[config.mk]
export PLATFORM = sky130hd
export DESIGN_NAME = addkey_accum
export DESIGN_NICKNAME = d
export VERILOG_FILES = /design/src/rtl/addkey_pkg.sv /design/src/rtl/addkey_word_xor.sv /design/src/rtl/addkey_accum.sv
export SDC_FILE = /design/constraint.sdc
export NUM_CORES = 1
export LEC_CHECK = 0
export CAP_MARGIN = 20
export CORE_MARGIN = 3
export CORE_UTILIZATION = 44
export CTS_CLUSTER_SIZE = 40
export DETAILED_ROUTE_END_ITERATION = 7
export GPL_TIMING_DRIVEN = 0
export PLACE_DENSITY = 0.86
export SLEW_MARGIN = 20
export SYNTH_ARGS = -nofsm -noshare
export SYNTH_HDL_FRONTEND = slang
export SYNTH_SLANG_ARGS = --single-unit
[constraint.sdc]
create_clock -name clk -period 1.67 [get_ports clk]
set_clock_uncertainty 0.1 [all_clocks]
set_input_delay 0.334 -clock clk [delete_from_list [all_inputs] [get_ports clk]]
set_output_delay 0.334 -clock clk [all_outputs]
set_load 0.02 [all_outputs]
[src/rtl/addkey_pkg.sv]
// Shared constants, FSM state type and counter-width helper for the AddRoundKey accumulator.
package addkey_pkg;

   localparam int ADDKEY_WORD_W    = 32;
   localparam int ADDKEY_NUM_WORDS = 4;

   typedef enum logic {
      FILL = 1'b0,
      HOLD = 1'b1
   } state_t;

   // A single-word block still needs a one-bit counter port.
   function automatic int cnt_width(input int n);
      return (n <= 1) ? 1 : $clog2(n);
   endfunction

endpackage

[src/rtl/addkey_word_xor.sv]
// One-column AddRoundKey: XOR of state word with key word, or pass-through when bypassed.
module addkey_word_xor #(
   parameter int WORD_W = 32
) (
   input  logic [WORD_W-1:0] i_word,
   input  logic [WORD_W-1:0] i_key,
   input  logic              i_bypass,
   output logic [WORD_W-1:0] o_word
);

   assign o_word = i_bypass ? i_word : (i_word ^ i_key);

endmodule

[src/rtl/addkey_accum.sv]
// AddRoundKey column accumulator: XORs one word per cycle into a packed state, MSW first.
// Build option ADDKEY_BYPASS_EN adds key_bypass to store words without the key XOR.
//
//   state | meaning
//   FILL  | accepting words; word_cnt selects the slot written next
//   HOLD  | full block presented on data_out, waiting for out_ready
module addkey_accum
   import addkey_pkg::*;
#(
   parameter  int WORD_W    = ADDKEY_WORD_W,
   parameter  int NUM_WORDS = ADDKEY_NUM_WORDS,
   localparam int CNT_W     = cnt_width(NUM_WORDS),
   localparam int STATE_W   = WORD_W * NUM_WORDS
) (
   input  logic               clk,
   input  logic               reset_n,
   input  logic               abort,
   input  logic               in_valid,
   output logic               in_ready,
   input  logic [WORD_W-1:0]  in_word,
   input  logic [WORD_W-1:0]  key_word,
`ifdef ADDKEY_BYPASS_EN
   input  logic               key_bypass,
`endif
   output logic               out_valid,
   input  logic               out_ready,
   output logic [STATE_W-1:0] data_out,
   output logic [CNT_W-1:0]   word_cnt
);

   state_t             r_state;
   state_t             w_state_nxt;
   logic [CNT_W-1:0]   r_cnt;
   logic [CNT_W-1:0]   w_cnt_nxt;
   logic [STATE_W-1:0] r_data;
   logic [WORD_W-1:0]  w_slot_word;
   logic               w_bypass;
   logic               w_write;
   logic               w_last;

`ifdef ADDKEY_BYPASS_EN
   assign w_bypass = key_bypass;
`else
   assign w_bypass = 1'b0;
`endif

   addkey_word_xor #(
      .WORD_W (WORD_W)
   ) u_word_xor (
      .i_word   (in_word),
      .i_key    (key_word),
      .i_bypass (w_bypass),
      .o_word   (w_slot_word)
   );

   assign w_last = (r_cnt == CNT_W'(NUM_WORDS - 1));

   always_comb begin
      w_state_nxt = r_state;
      w_cnt_nxt   = r_cnt;
      w_write     = 1'b0;
      in_ready    = 1'b0;
      out_valid   = 1'b0;
      case (r_state)
         FILL: begin
            in_ready = 1'b1;
            if (abort) begin
               w_cnt_nxt = '0;
            end else if (in_valid) begin
               w_write = 1'b1;
               if (w_last) begin
                  w_cnt_nxt   = '0;
                  w_state_nxt = HOLD;
               end else begin
                  w_cnt_nxt = r_cnt + CNT_W'(1);
               end
            end
         end
         HOLD: begin
            out_valid = 1'b1;
            // abort and out_ready leave HOLD identically; data is retained either way
            if (abort || out_ready) begin
               w_state_nxt = FILL;
               w_cnt_nxt   = '0;
            end
         end
         default: begin
            w_state_nxt = FILL;
            w_cnt_nxt   = '0;
         end
      endcase
   end

   always_ff @(posedge clk) begin
      if (!reset_n) begin
         r_state <= FILL;
         r_cnt   <= '0;
      end else begin
         r_state <= w_state_nxt;
         r_cnt   <= w_cnt_nxt;
      end
   end

   // Slot k sits at the MS end for k=0; unwritten slots keep the previous block.
   always_ff @(posedge clk) begin
      if (!reset_n) begin
         r_data <= '0;
      end else if (w_write) begin
         for (int k = 0; k < NUM_WORDS; k++) begin
            if (r_cnt == CNT_W'(k)) begin
               r_data[STATE_W-1-k*WORD_W -: WORD_W] <= w_slot_word;
            end
         end
      end
   end

   assign data_out = r_data;
   assign word_cnt = r_cnt;

endmodule

==> results of run 1 <==
cells in the mapped netlist:
master / n / area, µm²
nand2_1: 129 / 484
ha_1: 4 / 50.1
buf_4: 17 / 128
nor2_1: 2 / 7.51
inv_1: 3 / 11.3
and4bb_1: 4 / 50.1
clkbuf_1: 14 / 52.6
nor3b_1: 1 / 7.51
xnor2_1: 32 / 280
dfxtp_1: 131 / 2620
buf_2: 1 / 5.00
nand3_1: 1 / 5.00
a21oi_1: 3 / 15.0
nand2b_1: 1 / 6.26
buf_6: 11 / 124
nor2b_1: 1 / 6.26
mux2i_1: 1 / 10.0
o211a_1: 128 / 1280
worst max path at each step:
stage,start,endpoint,slack (ps),cells after the start
finish,reset_n,data_out[82]$_SDFFE_PN0P_,30,4
CTS,reset_n,data_out[121]$_SDFFE_PN0P_,3,4
global placement,reset_n,data_out[67]$_SDFFE_PN0P_,-570,4
global route,reset_n,data_out[86]$_SDFFE_PN0P_,-20,4
floorplan,word_cnt[1]$_SDFFE_PN0P_,data_out[100]$_SDFFE_PN0P_,20,6
detailed placement,reset_n,data_out[26]$_SDFFE_PN0P_,-620,4
routing by layer:
layer,routed length (µm),track usage (%),vias up
li1,-,-,2148
met1,6210,28.4,2264
met2,8510,44.4,187
met3,1390,8.03,24
met4,264,8.71,0
met5,0,0,-
layout make-up:
class	count	area [µm²]	area share, %
Buffer	43	354	4.52
Clock buffer	21	480	6.13
Clock inverter	11	150	1.92
Inverter	3	11.3	0.144
Multi-Input combinational cell	307	2200	28.1
Sequential cell	131	2630	33.6
Tap cell	140	175	2.23
Timing Repair Buffer	200	1830	23.4
through the flow:
step	hold WS, ps	power, µW	setup slack [ps]	cell area, µm²
floorplan	385	3710	21.2	5150
global placement	379	4140	-574	7320
detailed placement	387	4170	-618	7320
CTS	395	7970	3.16	7800
global route	412	8210	-18.4	7840
finish	394	7960	32.8	7840
state kept, by name (all words and copies together) (netlist names):
signal and count:
word_cnt 2, data_out 128, r_state 1
logic make-up after synthesis:
group           after synthesis  share of synthesized area [%]
fa+ha+maj                     4                          0.973
buf+inv                      46                           6.22
xor+xnor                     32                           5.45
simple gates                139                           11.0
flops                       131                           51.0
compound gates              131                           25.2
mux                           1                          0.195
placed cells by master (no fill, tap or decap), types with 3 or more instances in the layout:
cell	synthesis	layout
a21oi_1	3	3
and4bb_1	4	4
buf_4	17	11
clkbuf_16	0	17
inv_1	3	3
bufinv_16	0	3
o211a_1	128	128
buf_6	11	15
dfxtp_1	131	129
clkbuf_8	0	4
clkdlybuf4s50_1	0	68
clkbuf_2	0	12
xnor2_1	32	32
ha_1	4	4
dlygate4sd2_1	0	131
clkinvlp_4	0	5
nand2_1	129	129
power by group through the flow:
| stage | Clock [µW] | Combinational, µW | Sequential [µW] |
|---|---|---|---|
| floorplan | 0 | 298 | 3410 |
| global placement | 0 | 823 | 3320 |
| detailed placement | 0 | 844 | 3320 |
| CTS | 3930 | 796 | 3250 |
| global route | 4090 | 856 | 3260 |
| finish | 3910 | 800 | 3250 |
worst register-to-register path, delay by kind of cell, from the launching register on:
family,cells,cell delay [ps]
fa+ha+maj,1,180
buf+inv,3,430
compound gates,1,210
simple gates,1,190
flops,1,370
==> impl_results.md, run 1 <==
* Number of synthesized register bits at 131
* Switching Fraction at 23.5%
* CTS Root Cell: clkbuf_16
* Core area at 0.0111 mm²
* CP required at roughly 1900 ps
* Slowest CP cell: clkdlybuf4s50_1
* Max Cap Violations at 0
* Final Hold Vio Count at 0
* Post-DP HPWL at 12000 µm
* Flop2flop setup slack at 60 ps
* Worst-Skew Late Latency at roughly 410 ps
* DRT Pass-1 Iters at 5
* Critical-path maximum fanout at 10
* # port buffers at 200
* Vias in the first global route at 4975
* Synth warn at 0
* Run status: finished clean
* Worst Tran Pin Value at 545 ps
* Proportion of layout cells with a drive suffix above 1 at 10.6%
* Sequential power share at between 40% and 50%
* Crit share post-route at 98.0%
* Antenna diodes at 0
* Post-synth cell types at 18
* Initial antenna violation count at 0
* # Post-CTS Setup Buffers at 0
* Combinational share of power at about a tenth
* Synth Instances at 484
* PostCTS Resize Cnt at 141
* Crit Path Category: input pin to flop
* DRC violations left at 0
* Synth Cell Area at slightly above 0.005 mm²
* Die Ht at 114 µm
* Vias per cell at 5.40
* Hold_buf cts at 0
* Clock Power Share at 49.1%
* Critical path's top delay family: buffers and inverters
* Final Core Density at 70.4%
* Hold depth at 1
* RR Endpoint: data_out[34]$_SDFFE_PN0P_
* Crit path DAT at 1890 ps
* Worst path max stage delay at 610 ps
* H-tree Lvls at 4
* Setup violators final at 0
* Pleak at 0.00500 µW
* Clock tree sinks at 131
* Minimum clock period at 1640 ps
* Routed WL at approximately 16000 µm
* P per Cell Area at a little over 1000 mW/mm²
* R2R cell count at 6
* Average cell area after synthesis at 10.6 µm²
* Setup TNS at 0 ps
* Die area at approximately 0.013 mm²
* Total gr overflow at 0
* GPL Wtd Cong at around 0.75
* Fillers at approximately 870
* Largest net degree at the start of global routing at 17
* Starting Density at 46.3%
* VDD IR max at 619 µV
* Relative slew slack at a little under two thirds
* Initial DRC count at 298
* Net Count, Synth at 557
* Hold_sp: data_out[33]$_SDFFE_PN0P_
* CTS tree: done
* RSZ-0062 raised after global routing: true
* Final antenna-violating net count at 0
* CP bufs+invs at 3
* Synth-to-Final Area Change at 52.3%
* Total Routing Usage GR at 25.1%
* Worst min-delay path category: flop to flop
* Hold EP: data_out[33]$_SDFFE_PN0P_
* Int Pwr at between 6000 and 7000 µW
* Crit end category: flop
* Reg-to-Reg Start: word_cnt[0]$_SDFFE_PN0P_
* IO Pins at between 200 and 250
* Fmax at 0.611 GHz
* CTS Buf Count at 17
* DR WL/cell at 19.1 µm
* Type of origin of the critical path: input pin
* Die W at between 100 and 150 µm
* Dpl cells at 824
* CP Cell Sequence: clkdlybuf4s50_1 -> clkbuf_2 -> clkbuf_1 -> o211a_1
* CTS Buffer Depth at 2
* Via Count at 4623
* Nets@finish at 776
* Slew Viols, Final at 0
* Reg clk slew, reported paths at 60 ps
* Sequential-to-total area share from yosys stat at 51.0%
* First-pass GRT wire length at 25600 µm
* Sw power at 1870 µW
* Number of cells in the finished layout apart from fillers at 856
* Row count at 38
Power figures use the tool's default switching activity.
==> run 2, diff against run 1 <==
--- a/config.mk
+++ b/config.mk
@@ -5,9 +5,10 @@
 export SDC_FILE = /design/constraint.sdc
 export NUM_CORES = 1
 export LEC_CHECK = 0
+export ABC_AREA = 1
 export CAP_MARGIN = 20
 export CORE_MARGIN = 3
-export CORE_UTILIZATION = 44
+export CORE_UTILIZATION = 46
 export CTS_CLUSTER_SIZE = 40
 export DETAILED_ROUTE_END_ITERATION = 7
 export GPL_TIMING_DRIVEN = 0
==> run 2 against run 1 <==
Effect of this change:
- register-to-register slack improved by 80 ps
- wire length rose by 10%
- flip-flop and latch count did not move
- first-iteration DRC count rose by 17%
- cell area rose by 8.6%
- sequential power rose by 2%
- die area rose by 7.7%
- setup slack improved by 20 ps
- clock power fell by 2%
- sequential share of layout area fell by 2.7 points
- global-route usage rose by 0.59 points
- count of clock-buffer cells in the layout fell by 2
- critical path type unchanged
==> impl_results.md, run 2 <==
* Run status: finished clean
* Minimum clock period at 1620 ps
* CTS Root Cell: clkbuf_16
* Synth Instances at 894
* P per Cell Area at 964 mW/mm²
* DP Area at between 0.008 and 0.009 mm²
* FF/Latch Area at 0.00263 mm²
* Initial antenna violation count at 0
* Fillers at 1083
* Synth-to-Final Area Change at 46.3%
* Compound-gate portion of the synthesized area at 1.42%
* Worst path max stage delay at 470 ps
* Area leader, netlist: dfxtp_1
* Total gr overflow at 0
* Worst path most repeated cell: nor2_1
* Relative slew slack at about three fifths
* Type of origin of the critical path: input pin
* First-pass GRT wire length at between 20000 and 30000 µm
* CTS Buf Count at 17
* Multiplexer share of the synthesized area at 0%
* Area share of the largest cell type after synthesis at 45.1%
* Clock tree sinks at 131
* DRC violations left at 0
* CTS tree: done
* Reg clk slew, reported paths at about 60 ps
* Initial DRC count at 350
* Final antenna-violating net count at 0
* Vias in the first global route at 5588
* Sequential-to-total area share from yosys stat at a little under half
* Row count at 40
* H-tree Lvls at 4
* Crit end category: flop
* Hold_sp: in_valid
* Setup violators final at 0
* Crit path DAT at 1820 ps
* Synth Cell Area at 0.00582 mm²
* Average cell area after synthesis at 6.51 µm²
* Number of synthesized register bits at 131
* Most frequent cells in the layout: nand2_1 (260), nor2_1 (248), inv_1 (154)
* Synth Area in XOR/XNOR at 3.91%
* Nets@finish at about 1200
* Fmax at 0.618 GHz
* Worst Tran Pin Value at just over 600 ps
* Hold_buf cts at 0
* Post-synth cell types at 16
* Starting Density at 47.7%
* Largest family of logic cells by synthesized area: simple AND/OR/NAND/NOR gates
* Adder-Cell Fraction of Synth Area at 0.860%
* Total Routing Usage GR at around a quarter
* Synth warn at 0
* Post-DP HPWL at 12900 µm
* Final Hold Vio Count at 0
* Top cells by area, synth: dfxtp_1 (45%), nand2_1 (17%), nor2_1 (16%)
* Area occupied by multi-input gates at 0.00243 mm²
* Worst min-delay path category: input pin to flop
* Asr flop ratio synth at 0%
* Proportion of layout cells with a drive suffix above 1 at 7.29%
* EDFF count, synth at 0
* Critical path origin: abort
* DRT Pass-1 Iters at 5
* Slew Viols, Final at 0
* Max reg flops at 128
* Die Ht at 118 µm
* GPL Wtd Cong at 0.838
* DR WL/cell at 13.9 µm
* Die W at 118 µm
* Count leader, synth: nand2_1
* CP required at 1870 ps
* Core area at 0.0122 mm²
* Via Count at around 5800
* Pleak at 0.00488 µW
* CTS Buffer Depth at 2
* Post-synth top cells: nand2_1 (260), nor2_1 (250), inv_1 (154), dfxtp_1 (131), xor2_1 (26)
* Antenna diodes at 0
* Routed WL at 18000 µm
* Worst-Skew Late Latency at 410 ps
* Top FF cell, synth: dfxtp_1
* Reg-to-Reg Start: word_cnt[1]$_SDFFE_PN0P_
* Critical-path maximum fanout at 10
* VDD IR max at about 670 µV
* Most common cell after layout, fill and taps aside: nand2_1
* # port buffers at 198
* Crit Path Category: input pin to flop
* IO Pins at approximately 200
* Net Count, Synth at 967
* Slowest CP cell: clkdlybuf4s50_1
* Design Area, Final at about 0.0085 mm²
* CP Cell Sequence: clkdlybuf4s50_1 -> nor2_4 -> nand3_2 -> buf_6 -> buf_2 -> nor2_1 -> nor2_1
* Crit share post-route at 96.8%
* Vias per cell at 4.47
* Largest net degree at the start of global routing at 17
* Simple-gate portion of the synthesized area at 35.4%
* Max Cap Violations at 0
* Setup TNS at 0 ps
* Die area at around 0.014 mm²
-- run 2: worst max-delay path, delay by kind of cell --
| kind | cells | cell delay [ps] |
|---|---|---|
| buffers and inverters | 3 | 830 |
| and+or+nand+nor | 4 | 640 |
-- run 2: kinds of logic (layout without fill, tap and decap cells) --
kind of cell	count (synthesis)	in the layout
AO/OA/AOI/OAI	12	12
XOR/XNOR	26	26
adder cells (fa/ha/maj)	4	4
buffers and inverters	194	425
flip-flops	131	131
AND/OR/NAND/NOR	527	527
-- run 2: cell type report --
cell class                 instances  share of cell area [%]
buffer                            40                    2.81
clock buffer                      19                    5.32
clock inverter                    13                    1.87
inverter                         154                    6.79
multi-input combinational        569                    28.5
sequential                       131                    30.8
tap                              168                    2.47
timing repair buffer             199                    21.4
-- run 2: repair_timing --
action,in CTS,in global routing
buffers inserted,0,1
pin swaps,0,3
endpoints found under the setup margin,195,71
resized for setup,139,23
-- run 2: final timing paths --
path	cells past startpoint	endpoint	slack (ps)
setup / recovery	7	data_out[26]$_SDFFE_PN0P_	50
hold / removal	3	word_cnt[0]$_SDFFE_PN0P_	250
setup reg to reg	6	data_out[78]$_SDFFE_PN0P_	140
hold reg to reg	4	data_out[127]$_SDFFE_PN0P_	410
-- run 2: routing by layer --
layer  track usage [%]  vias to the layer above  wire length (µm)
li1                  -                     2974                 -
met1              30.2                     2565              7370
met2              43.4                      206              8640
met3              9.09                       30              1630
met4              8.91                        0               387
met5                 0                        -                 0
-- run 2: power by group --
part           internal, µW  switching, µW  total, µW
Clock                  2420           1410       3840
Combinational           426            648       1070
Sequential             3240           57.6       3300
-- run 2: metrics by stage --
stage	cells	utilization, %	setup WS [ps]	power (µW)	hold slack (ps)
after floorplan	894	-	126	3950	464
after global placement	1260	65.6	-443	4490	396
after detailed placement	1260	65.6	-446	4510	397
after CTS	1292	69.3	13.0	8240	242
after global routing	1293	69.7	-4.71	8510	248
final	1293	69.7	52.6	8210	254
==> run 3, diff against run 2 <==
--- a/config.mk
+++ b/config.mk
@@ -12,7 +12,9 @@
 export CTS_CLUSTER_SIZE = 40
 export DETAILED_ROUTE_END_ITERATION = 7
 export GPL_TIMING_DRIVEN = 0
+export HOLD_SLACK_MARGIN = 0.06
 export PLACE_DENSITY = 0.86
+export SETUP_SLACK_MARGIN = 0.1
 export SLEW_MARGIN = 20
 export SYNTH_ARGS = -nofsm -noshare
 export SYNTH_HDL_FRONTEND = slang
==> run 3 against run 2 <==
Effect of this change:
- setup slack gained 68 ps
- combinational power is essentially flat
- global-route usage grew 0.081 points
- sequential share of layout area shrank 0.25 points
- wire length grew 1.1%
- first-iteration DRC count shrank 4.9%
- sequential power is essentially flat
- utilization grew 0.61 points
- flip-flop and latch count is the same
- clock power is essentially flat
- cell count grew 0.15%
- critical path type is now flop to flop
- largest cell class unchanged
==> impl_results.md, run 3 (synthesized netlist as in run 2, its figures left out) <==
* Relative slew slack at 62.3%
* Die W at ~120 µm
* Worst setup margin at 120 ps
* VDD IR max at 640 µV
* DRC violations left at 0
* CTS Buf Count at 17
* Via Count at 5760
* Die area at 0.0140 mm²
* Setup violators final at 0
* DR WL/cell at 14.1 µm
* Worst min-delay path category: input pin to flop
* DP Area at about 0.0080 mm²
* Type of origin of the critical path: flop
* Slew Viols, Final at 0
* CTS Root Cell: clkbuf_16
* Proportion of layout cells with a drive suffix above 1 at between 8 and 9%
* Total gr overflow at 0
* Nets@finish at 1187
* Initial DRC count at ~330
* Hold_sp: in_valid
* Critical-path maximum fanout at 10
* H-tree Lvls at 4
* RSZ-0062 raised after global routing: true
* Final Hold Vio Count at 0
* Final Core Density at 70.3%
* Crit end category: flop
* Pwr Total at 8240 µW
* P per Cell Area at roughly 960 mW/mm²
* CTS Buffer Depth at 2
* Critical path origin: r_state$_SDFF_PN0_
* Hold_buf cts at 0
* Worst-Skew Late Latency at approximately 400 ps
* Total Routing Usage GR at ~26%
* Crit share post-route at 92.8%
* Die Ht at 118 µm
* CP required at between 1500 and 2000 ps
* Design Area, Final at 0.00859 mm²
* Row count at 40
* Most frequent cells in the layout: nand2_1 (260), nor2_1 (246), inv_1 (154)
* Clock tree sinks at 131
* Fmax at 0.645 GHz
* Reg clk slew, reported paths at approximately 60 ps
* Minimum clock period at 1550 ps
* Vias in the first global route at 5590
* GPL Wtd Cong at 0.838
* Largest net degree at the start of global routing at 17
* Antenna diodes at 0
* Max reg flops at 128
* CTS tree: done
* Vias per cell at 4.45
* Pleak at ~0.0048 µW
* DRT Pass-1 Iters at 5
* Pre-CTS WS at -446 ps
* Core area at roughly 0.012 mm²
* Crit path DAT at 1740 ps
* Final antenna-violating net count at 0
* Crit Path Category: flop to flop
* Worst Tran Pin Value at 566 ps
* Synth-to-Final Area Change at 47.6%
* Starting Density at 47.7%
* Reg-to-Reg Start: r_state$_SDFF_PN0_
* Post-DP HPWL at 12900 µm
* IO Pins at 201
* Initial antenna violation count at 0
* Max Cap Violations at 0
* First-pass GRT wire length at 28700 µm
* Most common cell after layout, fill and taps aside: nand2_1
* Run status: finished clean
* # port buffers at 198
* Routed WL at 18200 µm
run 3: changes by cell type in the layout (fill, tap and decap cells not counted), sizes merged:
cell / before / now
buf: 17 / 26
clkbuf: 43 / 39
clkdlybuf4s15: 0 / 28
clkdlybuf4s50: 66 / 65
dlygate4sd2: 132 / 100
dlymetal6s2s: 0 / 1
nand3: 6 / 7
run 3: final cells by class:
| cell class | count | area (µm²) |
|---|---|---|
| plain buffers | 40 | 255 |
| clock buffers | 19 | 453 |
| clock inverters | 13 | 159 |
| fillers | 1053 | 3620 |
| inverters | 154 | 578 |
| multi-input cells | 570 | 2450 |
| flip-flops and latches | 131 | 2630 |
| well taps | 168 | 210 |
| repair buffers | 200 | 1860 |
run 3: worst paths after layout:
path | cells after the start | endpoint | slack (ps)
hold / removal | 3 | word_cnt[0]$_SDFFE_PN0P_ | 290
hold reg to reg | 4 | data_out[72]$_SDFFE_PN0P_ | 410
setup / recovery | 6 | data_out[13]$_SDFFE_PN0P_ | 120
setup reg to reg | 6 | data_out[13]$_SDFFE_PN0P_ | 120
run 3: timing repair:
| action | in CTS | in global routing |
|---|---|---|
| setup endpoints to repair | 218 | 153 |
| gates resized for setup | 160 | 56 |
| pin swaps | 1 | 4 |
| setup buffers | 1 | 1 |
| cloned | 0 | 1 |
run 3: worst max-delay path: stages, from the launching register on:
cell	delay (ps)
dfxtp_2	340
nor2_4	300
nand3_2	130
buf_6	170
buf_4	200
nor2_1	140
nor2_1	60
run 3: layer usage:
layer	share of wire (%)	wire length (µm)	GRT usage [%]	up-vias
met4	2.1	380	9.12	0
met2	48	8670	43.5	202
met1	41	7400	30.3	2551
met3	9.8	1780	9.14	26
li1	-	-	-	2981
met5	0	0	0	-
run 3: power by group:
part           internal [µW]  switching [µW]  total (µW)
combinational            436             660        1100
clock                   2420            1410        3840
sequential              3240            58.6        3300
total                   6100            2130        8240
run 3: metrics by stage:
| step | instances | hold WS [ps] | TNS (ps) |
|---|---|---|---|
| after floorplan | 894 | 464 | 0 |
| after global placement | 1260 | 396 | -41850 |
| after detailed placement | 1260 | 397 | -43110 |
| after CTS | 1293 | 242 | 0 |
| after global routing | 1295 | 279 | 0 |
| final | 1295 | 289 | 0 |
==> RTL change (settings of run 1) <==
Register the output `word_cnt` once more; this adds one clock of latency there. The other outputs are not delayed to match.
--- a/src/rtl/addkey_accum.sv
+++ b/src/rtl/addkey_accum.sv
@@ -115,7 +115,9 @@
    end
 
    assign data_out = r_data;
-   assign word_cnt = r_cnt;
+   always_ff @(posedge clk) begin
+      word_cnt <= r_cnt;
+   end
 
 endmodule
 
Formal check against the unedited RTL: not equivalent (Yosys sat finds a counterexample within 4 cycles, from zero or initial values and one cycle with reset_n low).
==> RTL change against run 1 <==
- worst setup slack gained 0.0069 ns
- sequential cell count grew 2
- critical path type is now flop to flop
- largest power group unchanged
- largest cell class unchanged
- total power grew 2.1%
- synthesized area grew 1.0%
- die area grew 0.95%
- final area grew 1.6%
- wire length shrank 2.0%
- register-to-register slack lost 0.02 ns
- first-iteration DRC count grew 1.3%
==> RTL change: results (changes against run 1) <==
Run status
  • Outcome: completed

Finish
  • Fraction of layout instances using a drive strength above 1: 11.6% (+1.0 points)
  • Max FFs per register: 128 (unchanged)
  • Number of nets in the layout: 782 (+0.77%)

Placed design
  • Number of cells after detailed placement: 829 (+0.61%)
  • Placement-stage worst setup slack: -0.646 ns (-0.0278 ns)
  • Placed wire-length estimate after detailed placement: 11,600 um (-3.3%)

Routing
  • Routed length on met3: 1420 um (+2.4%)
  • Met2 WL post-DR: 8270 um (-2.8%)
  • Detailed Route Iter0 Violations: 302 (+1.3%)
  • Post-detailed-route via-to-cell ratio: 5.31 (-1.7%)
  • Wire length on met1: 6140 um (-1.0%)
  • Number of detailed-routing iterations run before antenna repair: 7 (+2)

GRT
  • Number of global-route vias before repair: 4,705 (-5.4%)
  • Aggregate global-route resource usage: 23.8% (-1.3 points)
  • Met2 routing resource usage after global routing: 41.6% (-2.8 points)
  • Met1 demand-to-capacity share in global routing: 27.2% (-1.2 points)
  • GRT met3 Usage: 7.56% (-0.48 points)
  • Global-route wire length before repair: 24,300 um (-5.3%)

Critical path
  • Family with the most delay on the worst path: flip-flops
  • Crit path max-delay cell type: dfxtp_4
  • Data arrival time of the critical path: 1.83 ns (-0.06 ns)
  • Delay contributed by the slowest stage of the critical path: 0.37 ns (-0.24 ns)

Logic synthesis
  • Dominant cells by area after synthesis: dfxtp_1, o211a_1, nand2_1
  • Sequential fraction of the synthesis area: 51.2% (+0.27 points)
  • Most frequent cells after synthesis: dfxtp_1, nand2_1, o211a_1
  • Number of instances in the synthesized netlist: 486 (+0.41%)
  • Net count after synthesis: 559 (+0.36%)

Pwr
  • Static leakage: 0.00505 uW (+1.2%)
  • Worst vdd rail ir drop: 697 uV (+13%)

STA
  • Worst-Margin Slew: 0.470 ns (-0.0745 ns)
  • Ratio of final minimum period to clock period: 97.6% (-0.41 points)
-- RTL change: cell count changes after synthesis, sizes merged --
cell / run 1 / this run
dfxtp: 131 / 133
-- RTL change: final cells by class --
cell class                 instances  area (um2)
buffer                            43         374
sequential                       133        2670
clock buffer                      18         439
clock inverter                    14         200
multi-input combinational        307        2200
fill                             865        3500
tap                              143         179
timing repair buffer             204        1880
inverter                           3        11.3
-- RTL change: where the power goes --
part	switching (uW)	leakage [uW]	total [uW]	internal [uW]
Combinational	432	0.00367	820	387
Clock	1450	0.000304	4010	2560
Sequential	44.8	0.00108	3300	3250
Total	1930	0.00505	8130	6200
-- RTL change: kinds of logic (layout without fill, tap and decap cells) --
logic type	Yosys count	in the layout	synth area share, %
AO/OA/AOI/OAI	131	131	24.9
XOR/XNOR	32	32	5.39
adder cells (fa/ha/maj)	4	4	0.963
buffers and inverters	46	282	6.38
flip-flops	133	133	51.2
multiplexers	1	1	0.193
AND/OR/NAND/NOR	139	139	10.9
-- RTL change: final timing paths --
path	startpoint	end	slack, ns	cells past startpoint
hold reg to reg	r_cnt[1]$_SDFFE_PN0P_	word_cnt[1]$_DFF_P_	0.31	0
setup reg to reg	r_cnt[0]$_SDFFE_PN0P_	data_out[104]$_SDFFE_PN0P_	0.04	6
hold / removal	r_cnt[1]$_SDFFE_PN0P_	word_cnt[1]$_DFF_P_	0.31	0
setup / recovery	r_cnt[0]$_SDFFE_PN0P_	data_out[104]$_SDFFE_PN0P_	0.04	6
-- RTL change: repair_timing --
| action | 4_1_cts | 5_1_grt |
|---|---|---|
| cloned | 0 | 2 |
| setup endpoints to repair | 242 | 100 |
| setup buffers | 0 | 2 |
| resized for setup | 142 | 35 |
